<file path="src/rtl/huffman_pkg.sv">
// Shared types for the Huffman lookup table: entry layout and FSM states.
package huffman_pkg;
    localparam int PATH_W  = 12;
    localparam int LEN_W   = 4;
    localparam int CHAR_W  = 8;
    localparam int MAX_LEN = 12;

    typedef struct packed {
        logic [CHAR_W-1:0] chr;
        logic [LEN_W-1:0]  len;
        logic [PATH_W-1:0] path;
    } entry_t;

    typedef enum logic {W_IDLE, W_ACK} w_state_e;
    typedef enum logic [1:0] {Q_IDLE, Q_SCAN, Q_RESP} q_state_e;
endpackage

</file>
<file path="src/rtl/huffman_if.sv">
// Write channel from the table builder and query channel from the decoder.
interface huffman_if;
    import huffman_pkg::*;

    logic              enable;
    logic [CHAR_W-1:0] lookupTab;
    logic [LEN_W-1:0]  length;
    logic [PATH_W-1:0] path;
    logic              saveComp;
    logic              query_req;
    logic [PATH_W-1:0] query_path;
    logic [LEN_W-1:0]  query_len;
    logic              query_done;
    logic              query_hit;
    logic [CHAR_W-1:0] query_char;

    modport master (
        output enable, lookupTab, length, path,
        output query_req, query_path, query_len,
        input  saveComp, query_done, query_hit, query_char
    );

    modport slave (
        input  enable, lookupTab, length, path,
        input  query_req, query_path, query_len,
        output saveComp, query_done, query_hit, query_char
    );
endinterface

</file>
<file path="src/rtl/huffman_entry_match.sv">
// Masked compare of one stored entry against the latched query.
module huffman_entry_match
    import huffman_pkg::*;
(
    input  entry_t            ent_i,
    input  logic [PATH_W-1:0] path_i,
    input  logic [LEN_W-1:0]  len_i,
    output logic              hit_o
);
    logic [PATH_W-1:0] mask;

    // A shift of 12 clears every bit, so the mask covers the full path.
    assign mask  = ~({PATH_W{1'b1}} << ent_i.len);
    assign hit_o = (ent_i.len == len_i) &&
                   (((ent_i.path ^ path_i) & mask) == '0);
endmodule

</file>
<file path="src/rtl/huffman_table.sv">
// Entry store filled by the builder, searched one entry per cycle by the decoder.
module huffman_table
    import huffman_pkg::*;
#(
    parameter int DEPTH = 32
) (
    input  logic                   clk,
    input  logic                   n_rst,
    input  logic                   decodeDone,
    huffman_if.slave               bus,
    output logic [$clog2(DEPTH):0] entry_count,
    output logic                   table_full,
    output logic                   len_error
);
    localparam int IDXW = $clog2(DEPTH);
    localparam int CNTW = IDXW + 1;

    entry_t            mem_q [DEPTH];
    w_state_e          w_state_q;
    logic              ack_q;
    logic [CNTW-1:0]   cnt_q;
    logic              full_q;
    logic              lerr_q;
    logic              len_ok;
    logic              wr_en;

    q_state_e          q_state_q;
    logic [PATH_W-1:0] qpath_q;
    logic [LEN_W-1:0]  qlen_q;
    logic [CNTW-1:0]   snap_q;
    logic [IDXW-1:0]   idx_q;
    logic              done_q;
    logic              hit_q;
    logic [CHAR_W-1:0] char_q;
    entry_t            cur;
    logic              m_hit;
    logic              empty;
    logic              last;

    assign len_ok = (bus.length != '0) &&
                    (bus.length <= LEN_W'(MAX_LEN));
    assign wr_en  = (w_state_q == W_IDLE) && bus.enable &&
                    len_ok && !full_q && !decodeDone;

    always_ff @(posedge clk) begin
        if (wr_en) begin
            mem_q[cnt_q[IDXW-1:0]] <= '{chr:  bus.lookupTab,
                                        len:  bus.length,
                                        path: bus.path};
        end
    end

    always_ff @(posedge clk or negedge n_rst) begin
        if (!n_rst) begin
            w_state_q <= W_IDLE;
            ack_q     <= 1'b0;
            cnt_q     <= '0;
            full_q    <= 1'b0;
            lerr_q    <= 1'b0;
        end else if (decodeDone) begin
            w_state_q <= W_IDLE;
            ack_q     <= 1'b0;
            cnt_q     <= '0;
            full_q    <= 1'b0;
            lerr_q    <= 1'b0;
        end else begin
            unique case (w_state_q)
                W_IDLE: begin
                    if (bus.enable) begin
                        w_state_q <= W_ACK;
                        ack_q     <= 1'b1;
                        if (!len_ok) begin
                            lerr_q <= 1'b1;
                        end else if (!full_q) begin
                            cnt_q  <= cnt_q + 1'b1;
                            full_q <= (cnt_q == CNTW'(DEPTH - 1));
                        end
                    end
                end
                W_ACK: begin
                    w_state_q <= W_IDLE;
                    ack_q     <= 1'b0;
                end
            endcase
        end
    end

    assign cur   = mem_q[idx_q];
    assign empty = (snap_q == '0);
    assign last  = ({1'b0, idx_q} == snap_q - 1'b1);

    huffman_entry_match u_match (
        .ent_i  (cur),
        .path_i (qpath_q),
        .len_i  (qlen_q),
        .hit_o  (m_hit)
    );

    always_ff @(posedge clk or negedge n_rst) begin
        if (!n_rst) begin
            q_state_q <= Q_IDLE;
            qpath_q   <= '0;
            qlen_q    <= '0;
            snap_q    <= '0;
            idx_q     <= '0;
            done_q    <= 1'b0;
            hit_q     <= 1'b0;
            char_q    <= '0;
        end else if (decodeDone) begin
            q_state_q <= Q_IDLE;
            done_q    <= 1'b0;
        end else begin
            unique case (q_state_q)
                Q_IDLE: begin
                    if (bus.query_req) begin
                        qpath_q   <= bus.query_path;
                        qlen_q    <= bus.query_len;
                        snap_q    <= cnt_q;
                        idx_q     <= '0;
                        q_state_q <= Q_SCAN;
                    end
                end
                Q_SCAN: begin
                    // Stale slots beyond the snapshot are never compared.
                    if (!empty && m_hit) begin
                        q_state_q <= Q_RESP;
                        done_q    <= 1'b1;
                        hit_q     <= 1'b1;
                        char_q    <= cur.chr;
                    end else if (empty || last) begin
                        q_state_q <= Q_RESP;
                        done_q    <= 1'b1;
                        hit_q     <= 1'b0;
                        char_q    <= '0;
                    end else begin
                        idx_q <= idx_q + 1'b1;
                    end
                end
                Q_RESP: begin
                    q_state_q <= Q_IDLE;
                    done_q    <= 1'b0;
                end
                default: begin
                    q_state_q <= Q_IDLE;
                    done_q    <= 1'b0;
                end
            endcase
        end
    end

    assign bus.saveComp   = ack_q;
    assign bus.query_done = done_q;
    assign bus.query_hit  = hit_q;
    assign bus.query_char = char_q;
    assign entry_count    = cnt_q;
    assign table_full     = full_q;
    assign len_error      = lerr_q;
endmodule

</file>
<file path="src/flat_wrapper.sv">
// flat-port wrapper written by rule: the top's interface ports become plain ports
module huffman_table_flat import huffman_pkg::*;
#(
    parameter int DEPTH = 32
)
  (clk, n_rst, decodeDone, entry_count, table_full, len_error, bus_enable, bus_lookupTab, bus_length, bus_path, bus_query_req, bus_query_path, bus_query_len, bus_saveComp, bus_query_done, bus_query_hit, bus_query_char);
  huffman_if bus_i ();
  input  logic clk;
  input  logic n_rst;
  input  logic decodeDone;
  output logic [$clog2(DEPTH):0] entry_count;
  output logic table_full;
  output logic len_error;
  input wire logic [$bits(bus_i.enable)-1:0] bus_enable;
  input wire logic [$bits(bus_i.lookupTab)-1:0] bus_lookupTab;
  input wire logic [$bits(bus_i.length)-1:0] bus_length;
  input wire logic [$bits(bus_i.path)-1:0] bus_path;
  input wire logic [$bits(bus_i.query_req)-1:0] bus_query_req;
  input wire logic [$bits(bus_i.query_path)-1:0] bus_query_path;
  input wire logic [$bits(bus_i.query_len)-1:0] bus_query_len;
  output wire logic [$bits(bus_i.saveComp)-1:0] bus_saveComp;
  output wire logic [$bits(bus_i.query_done)-1:0] bus_query_done;
  output wire logic [$bits(bus_i.query_hit)-1:0] bus_query_hit;
  output wire logic [$bits(bus_i.query_char)-1:0] bus_query_char;
  assign bus_i.enable = bus_enable;
  assign bus_i.lookupTab = bus_lookupTab;
  assign bus_i.length = bus_length;
  assign bus_i.path = bus_path;
  assign bus_i.query_req = bus_query_req;
  assign bus_i.query_path = bus_query_path;
  assign bus_i.query_len = bus_query_len;
  assign bus_saveComp = bus_i.saveComp;
  assign bus_query_done = bus_i.query_done;
  assign bus_query_hit = bus_i.query_hit;
  assign bus_query_char = bus_i.query_char;
  huffman_table #(.DEPTH(DEPTH)) u_core (.clk(clk), .n_rst(n_rst), .decodeDone(decodeDone), .bus(bus_i), .entry_count(entry_count), .table_full(table_full), .len_error(len_error));
endmodule
</file>
<file path="config.mk">
export PLATFORM = sky130hd
export DESIGN_NAME = huffman_table_flat
export DESIGN_NICKNAME = d
export VERILOG_FILES = /design/src/rtl/huffman_pkg.sv /design/src/rtl/huffman_if.sv /design/src/rtl/huffman_entry_match.sv /design/src/rtl/huffman_table.sv /design/src/flat_wrapper.sv
export SDC_FILE = /design/constraint.sdc
export NUM_CORES = 1
export LEC_CHECK = 0
export ABC_AREA = 0
export ABC_CLOCK_PERIOD_IN_PS = 3790
export CAP_MARGIN = 20
export CORE_MARGIN = 2
export CORE_UTILIZATION = 55
export CTS_BUF_LIST = sky130_fd_sc_hd__clkbuf_4 sky130_fd_sc_hd__clkbuf_8
export DETAILED_ROUTE_END_ITERATION = 8
export PLACE_DENSITY = 0.8
export SLEW_MARGIN = 20
export SYNTH_ARGS = -nofsm -noshare
export SYNTH_HDL_FRONTEND = slang
export SYNTH_SLANG_ARGS = --single-unit
</file>
<file path="constraint.sdc">
create_clock -name clk -period 3.79 [get_ports clk]
set_input_delay 0.379 -clock clk [delete_from_list [all_inputs] [get_ports clk]]
set_output_delay 0.379 -clock clk [all_outputs]
set_load 0.05 [all_outputs]
</file>
==> results.txt, run 1 <==
----------------------------------------------------
[Outcome]
  Status ... completed

[Critical path]
  Termination of the worst setup path ... u_core.bus.query_char[3]
  Critical-path maximum fanout ... 14
  Reg-to-reg startpoint ... u_core.idx_q[0]
  CP Launch Point ... u_core.idx_q[0]
  Element type at the critical path end ... flip-flop
  WS Path Type ... reg -> reg
  Required time worst endpoint ... 4.44 ns
  Worst R2R Path Depth ... 12
  Nature of the critical path startpoint ... flip-flop
  Worst Path Arrival ... 4.36 ns
  End of the worst register-to-register path ... u_core.bus.query_char[3]
  Slack of the worst reg-to-reg path ... 0.08 ns

[GRT]
  GRT overflow ... 0
  Met3 usage in global routing ... 0.0634
  Pin count of the biggest net entering global routing ... 61
  Most Crowded Layer GR ... met2
  Number of global-route vias before repair ... 17120
  GR Util All Layers ... 0.267
  Routing usage on met2 ... 0.410
  Met1 usage in global routing ... 0.372
  Global-route wire length before repair ... 114 mm
  Initial antenna violation count ... 1

[Synthesis]
  Post-synthesis async set-or-reset flop share ... 0.0600
  Sequential share of the synthesized area ... 0.761
  Syn Std Cell Area ... 0.0319 mm²
  Mean post-synth cell area ... 20.5 µm²
  Number of enable-type register cells in the synthesized netlist ... 768
  Number of warnings printed during yosys synthesis ... 0
  Cell count after synthesis ... 1553
  Distinct cell type count of the synthesized netlist ... 64
  Synthesis-stage register bit count ... 817
  Most used DFF post-synth ... sky130_fd_sc_hd__edfxtp_1
  Mapped Nets ... 1604

[Die]
  Width of the chip ... 245 µm
  Die outline height ... 245 µm
  Placeable Area ... 0.0576 mm²
  Die Area ... 0.0600 mm²
  Number of placed I/O pins ... 64
  Initial Utilization ... 0.554
  Row cnt ... 88

[STA]
  Hold Worst Slack ... 0.111 ns
  Setup repair after global routing missed its margin ... yes
  Max-slew violations ... 0
  Number of hold violations in the final report ... 0
  Ratio of final minimum period to clock period ... 0.980
  Final number of setup-violating endpoints ... 0
  Setup WS post-layout ... 0.0774 ns
  Tmin final ... 3.71 ns
  Headroom to the max-slew limit ... 0.288
  Slew @ Worst Pin ... 1.06 ns
  Final sum of negative setup slack ... 0 ns
  Clock skew ... 0.0495 ns
  Fmax ... 269 MHz

[Finish]
  Number of nets in the finished design ... 1819
  Storage cell area ... 0.0243 mm²
  Area growth from synthesis to layout ... 16.0%
  Final-layout fill cell count ... 3548
  Layout cells sized above 1 ... 0.297
  Leading cell types in the layout, fill and taps excluded ... 768 x sky130_fd_sc_hd__edfxtp_1, 186 x sky130_fd_sc_hd__mux4_2, 121 x sky130_fd_sc_hd__clkbuf_8, 93 x sky130_fd_sc_hd__nand2_1, 81 x sky130_fd_sc_hd__buf_4
  Multi-input combinational cell area ... 0.00747 mm²
  Most common cell after layout, fill and taps aside ... sky130_fd_sc_hd__edfxtp_1

[Routing]
  Wirelength per Cell ... 29.9 µm
  Final wirelength ... 78.8 mm
  Total iterations of the first detailed-routing run ... 6
  Number of nets with antenna violations after detailed routing ... 0
  Number of vias after detailed routing ... 17153
  Detailed-route vias per instance ... 6.51
  Post-route DRC violation count ... 0
  Initial DRC Count ... 2243

[Clock tree]
  CTS clock-pin slew for the worst setup and hold paths ... 0.07 ns
  Number of buffers inserted during clock tree synthesis ... 117
  Clk sink count ... 817
  CTS tree ... yes
  CTS Buffer Depth ... 3
  Clock Tree Root ... sky130_fd_sc_hd__clkbuf_8
  Source-to-sink clock delay at the later pin of the worst-skew pair ... 0.76 ns
  Number of H-tree levels ... 3

[Power and ir drop]
  Cell Pwr Density ... 553 mW/mm²
  IR Drop Worst-Case VDD ... 0.298 mV
  Leak Pwr ... 0.0119 µW

[Placed design]
  Last weighted congestion value of the routability-driven placer ... 0.893
  Number of buffers added on ports ... 63
  HPWL reported at the end of detailed placement ... 45.1 mm
  Pre-CTS setup slack ... 0.0835 ns

[Run]
  Max Cap Viol ... 0

[Min path]
  Hold/Removal Path Class ... in -> async

----------------------------------------------------
cells in the mapped netlist (all sizes together), types with 14 or more instances:
cell type  count  area (µm²)
mux4         186        4190
o22ai         19         119
nor2          63         236
nand2         94         355
a22oi         14         105
dfrtp         49        1230
o21ai         15        78.8
edfxtp       768       23100
nand3         23         115
a21oi         15        75.1
clkbuf        31         116
mux2i         72         721
buf           45         283
cell families (layout without fill, tap and decap cells):
kind of cell	after synthesis	in the layout	share of synthesized area
simple gates	249	249	0.0376
other cells	0	1	0
xor+xnor	23	23	0.00631
flops	817	817	0.761
fa+ha+maj	6	6	0.00235
compound gates	109	109	0.0236
buf+inv	87	402	0.0138
mux	262	262	0.155
through the flow:
step | util | area (µm²) | instances | power, µW
4_1_cts | 0.642 | 37000 | 2630 | 20500
3_3_place_gp | 0.598 | 34500 | 2410 | 13300
2_1_floorplan | - | 31900 | 1553 | 12400
6_report | 0.643 | 37000 | 2634 | 20500
3_5_place_dp | 0.598 | 34500 | 2410 | 13300
5_1_grt | 0.643 | 37000 | 2634 | 21100
where the power goes:
group / internal [µW] / switching [µW] / leakage, µW
clock: 3960 / 3290 / 0.00131
combinational: 1540 / 1600 / 0.00299
sequential: 9960 / 126 / 0.00755
layer usage:
layer | vias up | wire length, µm
met3 | 200 | 9650
met4 | 0 | 3050
met5 | - | 0
met2 | 1278 | 37300
met1 | 8834 | 28800
li1 | 6841 | -
critical path: stages, from the launching register on:
cell and delay [ns]:
sky130_fd_sc_hd__dfrtp_4 0.57, sky130_fd_sc_hd__buf_12 0.21, sky130_fd_sc_hd__buf_4 0.18, sky130_fd_sc_hd__mux4_2 0.52, sky130_fd_sc_hd__o22ai_1 0.35, sky130_fd_sc_hd__nor4_1 0.18
sky130_fd_sc_hd__xnor2_1 0.27, sky130_fd_sc_hd__a22oi_1 0.14, sky130_fd_sc_hd__a211oi_1 0.27, sky130_fd_sc_hd__nor4b_4 0.32, sky130_fd_sc_hd__buf_12 0.17, sky130_fd_sc_hd__nand2_2 0.18
sky130_fd_sc_hd__o2bb2ai_1 0.22
registers in the layout, summed over array words and instances (netlist names):
name,count
u_core.mem_q,768
u_core.qpath_q,12
u_core.bus.query_char,8
u_core.entry_count,6
u_core.snap_q,6
u_core.idx_q,5
u_core.qlen_q,4
u_core.q_state_q,2
u_core.bus.query_done,1
u_core.bus.query_hit,1
u_core.bus.saveComp,1
u_core.len_error,1
u_core.table_full,1
u_core.w_state_q,1
worst min path at each step:
stage,start,to,slack [ns],depth (start not counted)
floorplan,n_rst,u_core.bus.query_char[0],0.08,0
global placement,n_rst,u_core.qlen_q[1],0.35,1
detailed placement,n_rst,u_core.qlen_q[2],0.36,1
CTS,n_rst,u_core.qpath_q[3],0.08,2
global route,n_rst,u_core.qpath_q[3],0.15,2
finish,n_rst,u_core.qlen_q[2],0.11,2
final cells by class:
cell class | instances | share of cell area
Sequential cell | 817 | 0.657
Multi-Input combinational cell | 649 | 0.202
Clock buffer | 172 | 0.0553
Timing Repair Buffer | 172 | 0.0476
Tap cell | 765 | 0.0259
Clock inverter | 47 | 0.0117
Inverter | 11 | 0.00112
Antenna cell | 1 | 0.0000676
what timing repair did:
action	4_1_cts	5_1_grt
setup endpoints to repair	0	11
buffers inserted	0	2
hold buffers	1	0
resized for setup	0	6
hold endpoints to repair	20	0
Note: power is estimated with default switching activity, not from simulation.
==> run 2: changes to the inputs <==
--- a/config.mk
+++ b/config.mk
@@ -9,10 +9,10 @@
 export ABC_CLOCK_PERIOD_IN_PS = 3790
 export CAP_MARGIN = 20
 export CORE_MARGIN = 2
-export CORE_UTILIZATION = 55
+export CORE_UTILIZATION = 24
 export CTS_BUF_LIST = sky130_fd_sc_hd__clkbuf_4 sky130_fd_sc_hd__clkbuf_8
 export DETAILED_ROUTE_END_ITERATION = 8
-export PLACE_DENSITY = 0.8
+export PLACE_DENSITY = 0.44
 export SLEW_MARGIN = 20
 export SYNTH_ARGS = -nofsm -noshare
 export SYNTH_HDL_FRONTEND = slang
==> run 2 against run 1 <==
  * Flip-flop and latch count is the same
  * Utilization shrank 35 points
  * Worst setup slack gained 0.017 ns
  * Critical path depth grew 2
  * Clock power grew 3%
  * Critical endpoint is now u_core.bus.query_char[7]
  * Final cell count grew 39%
  * Global-route usage shrank 13 points
  * Sequential share of layout area shrank 2.4 points
  * Largest cell class unchanged
  * Worst hold slack lost 0.0060 ns
  * Routed wire length grew 16%
  * Highest routed layer is now met5
  * Via count shrank 4.2%
  * Power grew 2.0%
==> results.txt, run 2 (synthesis gave the netlist of run 1 again) <==
----------------------------------------------------
[Routing]
  Number of nets with antenna violations after detailed routing ... 0 (unchanged)
  Number of vias after detailed routing ... 16441 (-4.2%)
  Wirelength per Cell ... 24.9 µm (-17%)
  Final wirelength ... 91.2 mm (+16%)
  Detailed-route vias per instance ... 4.49 (-31%)
  Initial DRC Count ... 1398 (-38%)
  Total iterations of the first detailed-routing run ... 5 (-1)
  Post-route DRC violation count ... 0 (unchanged)

[Finish]
  Number of nets in the finished design ... 1858 (+2.1%)
  Flip-flop count of the largest register after layout ... 768 (unchanged)
  Area growth from synthesis to layout ... 20.4%
  Final-layout fill cell count ... 12963 (+270%)
  Most common cell after layout, fill and taps aside ... sky130_fd_sc_hd__edfxtp_1
  Storage cell area ... 0.0243 mm² (unchanged)
  Multi-input combinational cell area ... 0.00748 mm² (about the same)
  Layout cells sized above 1 ... 0.314 (+0.0175)
  Leading cell types in the layout, fill and taps excluded ... 768 x sky130_fd_sc_hd__edfxtp_1, 186 x sky130_fd_sc_hd__mux4_2, 139 x sky130_fd_sc_hd__clkbuf_8, 102 x sky130_fd_sc_hd__buf_4, 93 x sky130_fd_sc_hd__nand2_1

[Clock tree]
  Number of H-tree levels ... 4 (+1)
  CTS Buffer Depth ... 3 (unchanged)
  Clk sink count ... 817 (unchanged)
  CTS clock-pin slew for the worst setup and hold paths ... 0.06 ns (about the same)
  Source-to-sink clock delay at the later pin of the worst-skew pair ... 0.78 ns (+0.02 ns)
  Number of buffers inserted during clock tree synthesis ... 137 (+17%)
  Clock Tree Root ... sky130_fd_sc_hd__clkbuf_8
  CTS tree ... yes

[GRT]
  GR Util All Layers ... 0.134 (-0.133)
  Number of global-route vias before repair ... 17316 (+1.1%)
  Initial antenna violation count ... 7 (+6)
  Pin count of the biggest net entering global routing ... 69 (+13%)
  GRT overflow ... 0 (unchanged)
  Global-route wire length before repair ... 130 mm (+14%)

[Critical path]
  Nature of the critical path startpoint ... flip-flop
  Required time worst endpoint ... 4.45 ns (about the same)
  Critical-path maximum fanout ... 18 (+4)
  Worst R2R Path Depth ... 14 (+2)
  Worst Path Arrival ... 4.35 ns (about the same)
  WS Path Type ... reg -> reg
  Element type at the critical path end ... flip-flop

[STA]
  Setup repair after global routing missed its margin ... no
  Fmax ... 271 MHz (+0.45%)
  Setup WS post-layout ... 0.0940 ns (+0.0166 ns)
  Clock skew ... 0.0280 ns (-0.0214 ns)
  Final number of setup-violating endpoints ... 0 (unchanged)
  Final sum of negative setup slack ... 0 ns (unchanged)
  Headroom to the max-slew limit ... 0.267 (-0.0211)
  Ratio of final minimum period to clock period ... 0.975 (-0.00437)
  Max-slew violations ... 0 (unchanged)
  Slew @ Worst Pin ... 1.10 ns (+0.0350 ns)
  Number of hold violations in the final report ... 0 (unchanged)
  Tmin final ... 3.70 ns (-0.0166 ns)

[Power and ir drop]
  Cell Pwr Density ... 544 mW/mm² (-1.7%)
  Leak Pwr ... 0.0120 µW (+1.3%)
  IR Drop Worst-Case VDD ... 0.359 mV (+20%)

[Placed design]
  Last weighted congestion value of the routability-driven placer ... 0.810 (-9.2%)
  Number of buffers added on ports ... 63 (unchanged)
  HPWL reported at the end of detailed placement ... 55.4 mm (+23%)
  Pre-CTS setup slack ... -0.0700 ns (-0.153 ns)

[Die]
  Die Area ... 0.136 mm² (+130%)
  Row cnt ... 133 (+51%)
  Initial Utilization ... 0.242 (-0.312)
  Die outline height ... 369 µm (+51%)
  Placeable Area ... 0.132 mm² (+130%)
  Number of placed I/O pins ... 64 (unchanged)
  Width of the chip ... 369 µm (+51%)

[Outcome]
  Status ... completed

[Min path]
  Number of cells traversed by the worst hold path ... 1
  Hold/Removal Path Class ... in -> reg

[Run]
  Max Cap Viol ... 0 (unchanged)

----------------------------------------------------
run 2: cell count changes in the layout (fill, tap and decap cells not counted), moves of 5 or more:
cell                              delta
sky130_fd_sc_hd__clkbuf_8           +18
sky130_fd_sc_hd__clkbuf_4            -8
sky130_fd_sc_hd__clkinv_2            +5
sky130_fd_sc_hd__buf_12              -7
sky130_fd_sc_hd__buf_4              +21
sky130_fd_sc_hd__buf_2              +10
sky130_fd_sc_hd__clkdlybuf4s50_1    -10
sky130_fd_sc_hd__bufinv_16           -6
run 2: where the power goes:
part           switching (µW)  total [µW]  internal [µW]
clock network            3530        7450           3920
registers                 136       10100           9960
logic                    1720        3350           1630
run 2: final cells by class:
type,instances,area share
Sequential cell,817,0.632
Multi-Input combinational cell,649,0.194
Clock buffer,182,0.0582
Tap cell,1755,0.0571
Timing Repair Buffer,191,0.0487
Clock inverter,54,0.00820
Inverter,11,0.00107
Antenna cell,1,0.0000651
run 2: final timing paths:
path | from | to | slack (ns)
worst max-delay path | u_core.idx_q[0] | u_core.bus.query_char[7] | 0.09
max in group asynchronous | n_rst | u_core.qpath_q[7] | 2.82
worst max register to register | u_core.idx_q[0] | u_core.bus.query_char[7] | 0.09
worst min-delay path | bus_lookupTab[2] | u_core.mem_q[29][18] | 0.11
min in group asynchronous | n_rst | u_core.bus.query_done | 0.13
worst min register to register | u_core.w_state_q | u_core.bus.saveComp | 0.47
run 2: through the flow:
step	hold slack, ns	power, µW	cells	util	area, µm²
final	0.105	20900	3660	0.292	38400
after global routing	0.0704	21800	3660	0.292	38400
after CTS	0.0534	21100	3653	0.292	38400
after detailed placement	0.414	13500	3414	0.271	35700
after global placement	0.410	13500	3414	0.271	35700
after floorplan	0.0834	12400	1553	-	31900
run 2: timing repair:
| item | in CTS | in global routing |
|---|---|---|
| endpoints found under the hold margin | 18 | 0 |
| hold buffers | 1 | 0 |
| setup buffers | 0 | 5 |
| pin swaps | 0 | 1 |
| gates cloned | 2 | 1 |
| gates resized for setup | 8 | 4 |
| setup endpoints to repair | 11 | 16 |
run 2: critical path, stage by stage, from the launching register on:
cell and delay [ns]:
sky130_fd_sc_hd__dfrtp_4 0.51, sky130_fd_sc_hd__buf_12 0.15, sky130_fd_sc_hd__buf_4 0.15, sky130_fd_sc_hd__clkbuf_16 0.21, sky130_fd_sc_hd__mux4_2 0.35, sky130_fd_sc_hd__nor2_1 0.04
sky130_fd_sc_hd__nor2_1 0.27, sky130_fd_sc_hd__o22ai_1 0.13, sky130_fd_sc_hd__a211oi_1 0.46, sky130_fd_sc_hd__xnor2_1 0.18, sky130_fd_sc_hd__a41oi_1 0.18, sky130_fd_sc_hd__nor4b_4 0.40
sky130_fd_sc_hd__buf_12 0.18, sky130_fd_sc_hd__o21ai_2 0.14, sky130_fd_sc_hd__o2bb2ai_1 0.19
run 2: metal layers:
metal | vias to the layer above | GRT usage | part of all wire
met5 | - | 0 | 0.00030
met1 | 8922 | 0.180 | 0.44
li1 | 6906 | - | -
met3 | 120 | 0.0230 | 0.048
met2 | 489 | 0.222 | 0.49
met4 | 4 | 0.0373 | 0.020
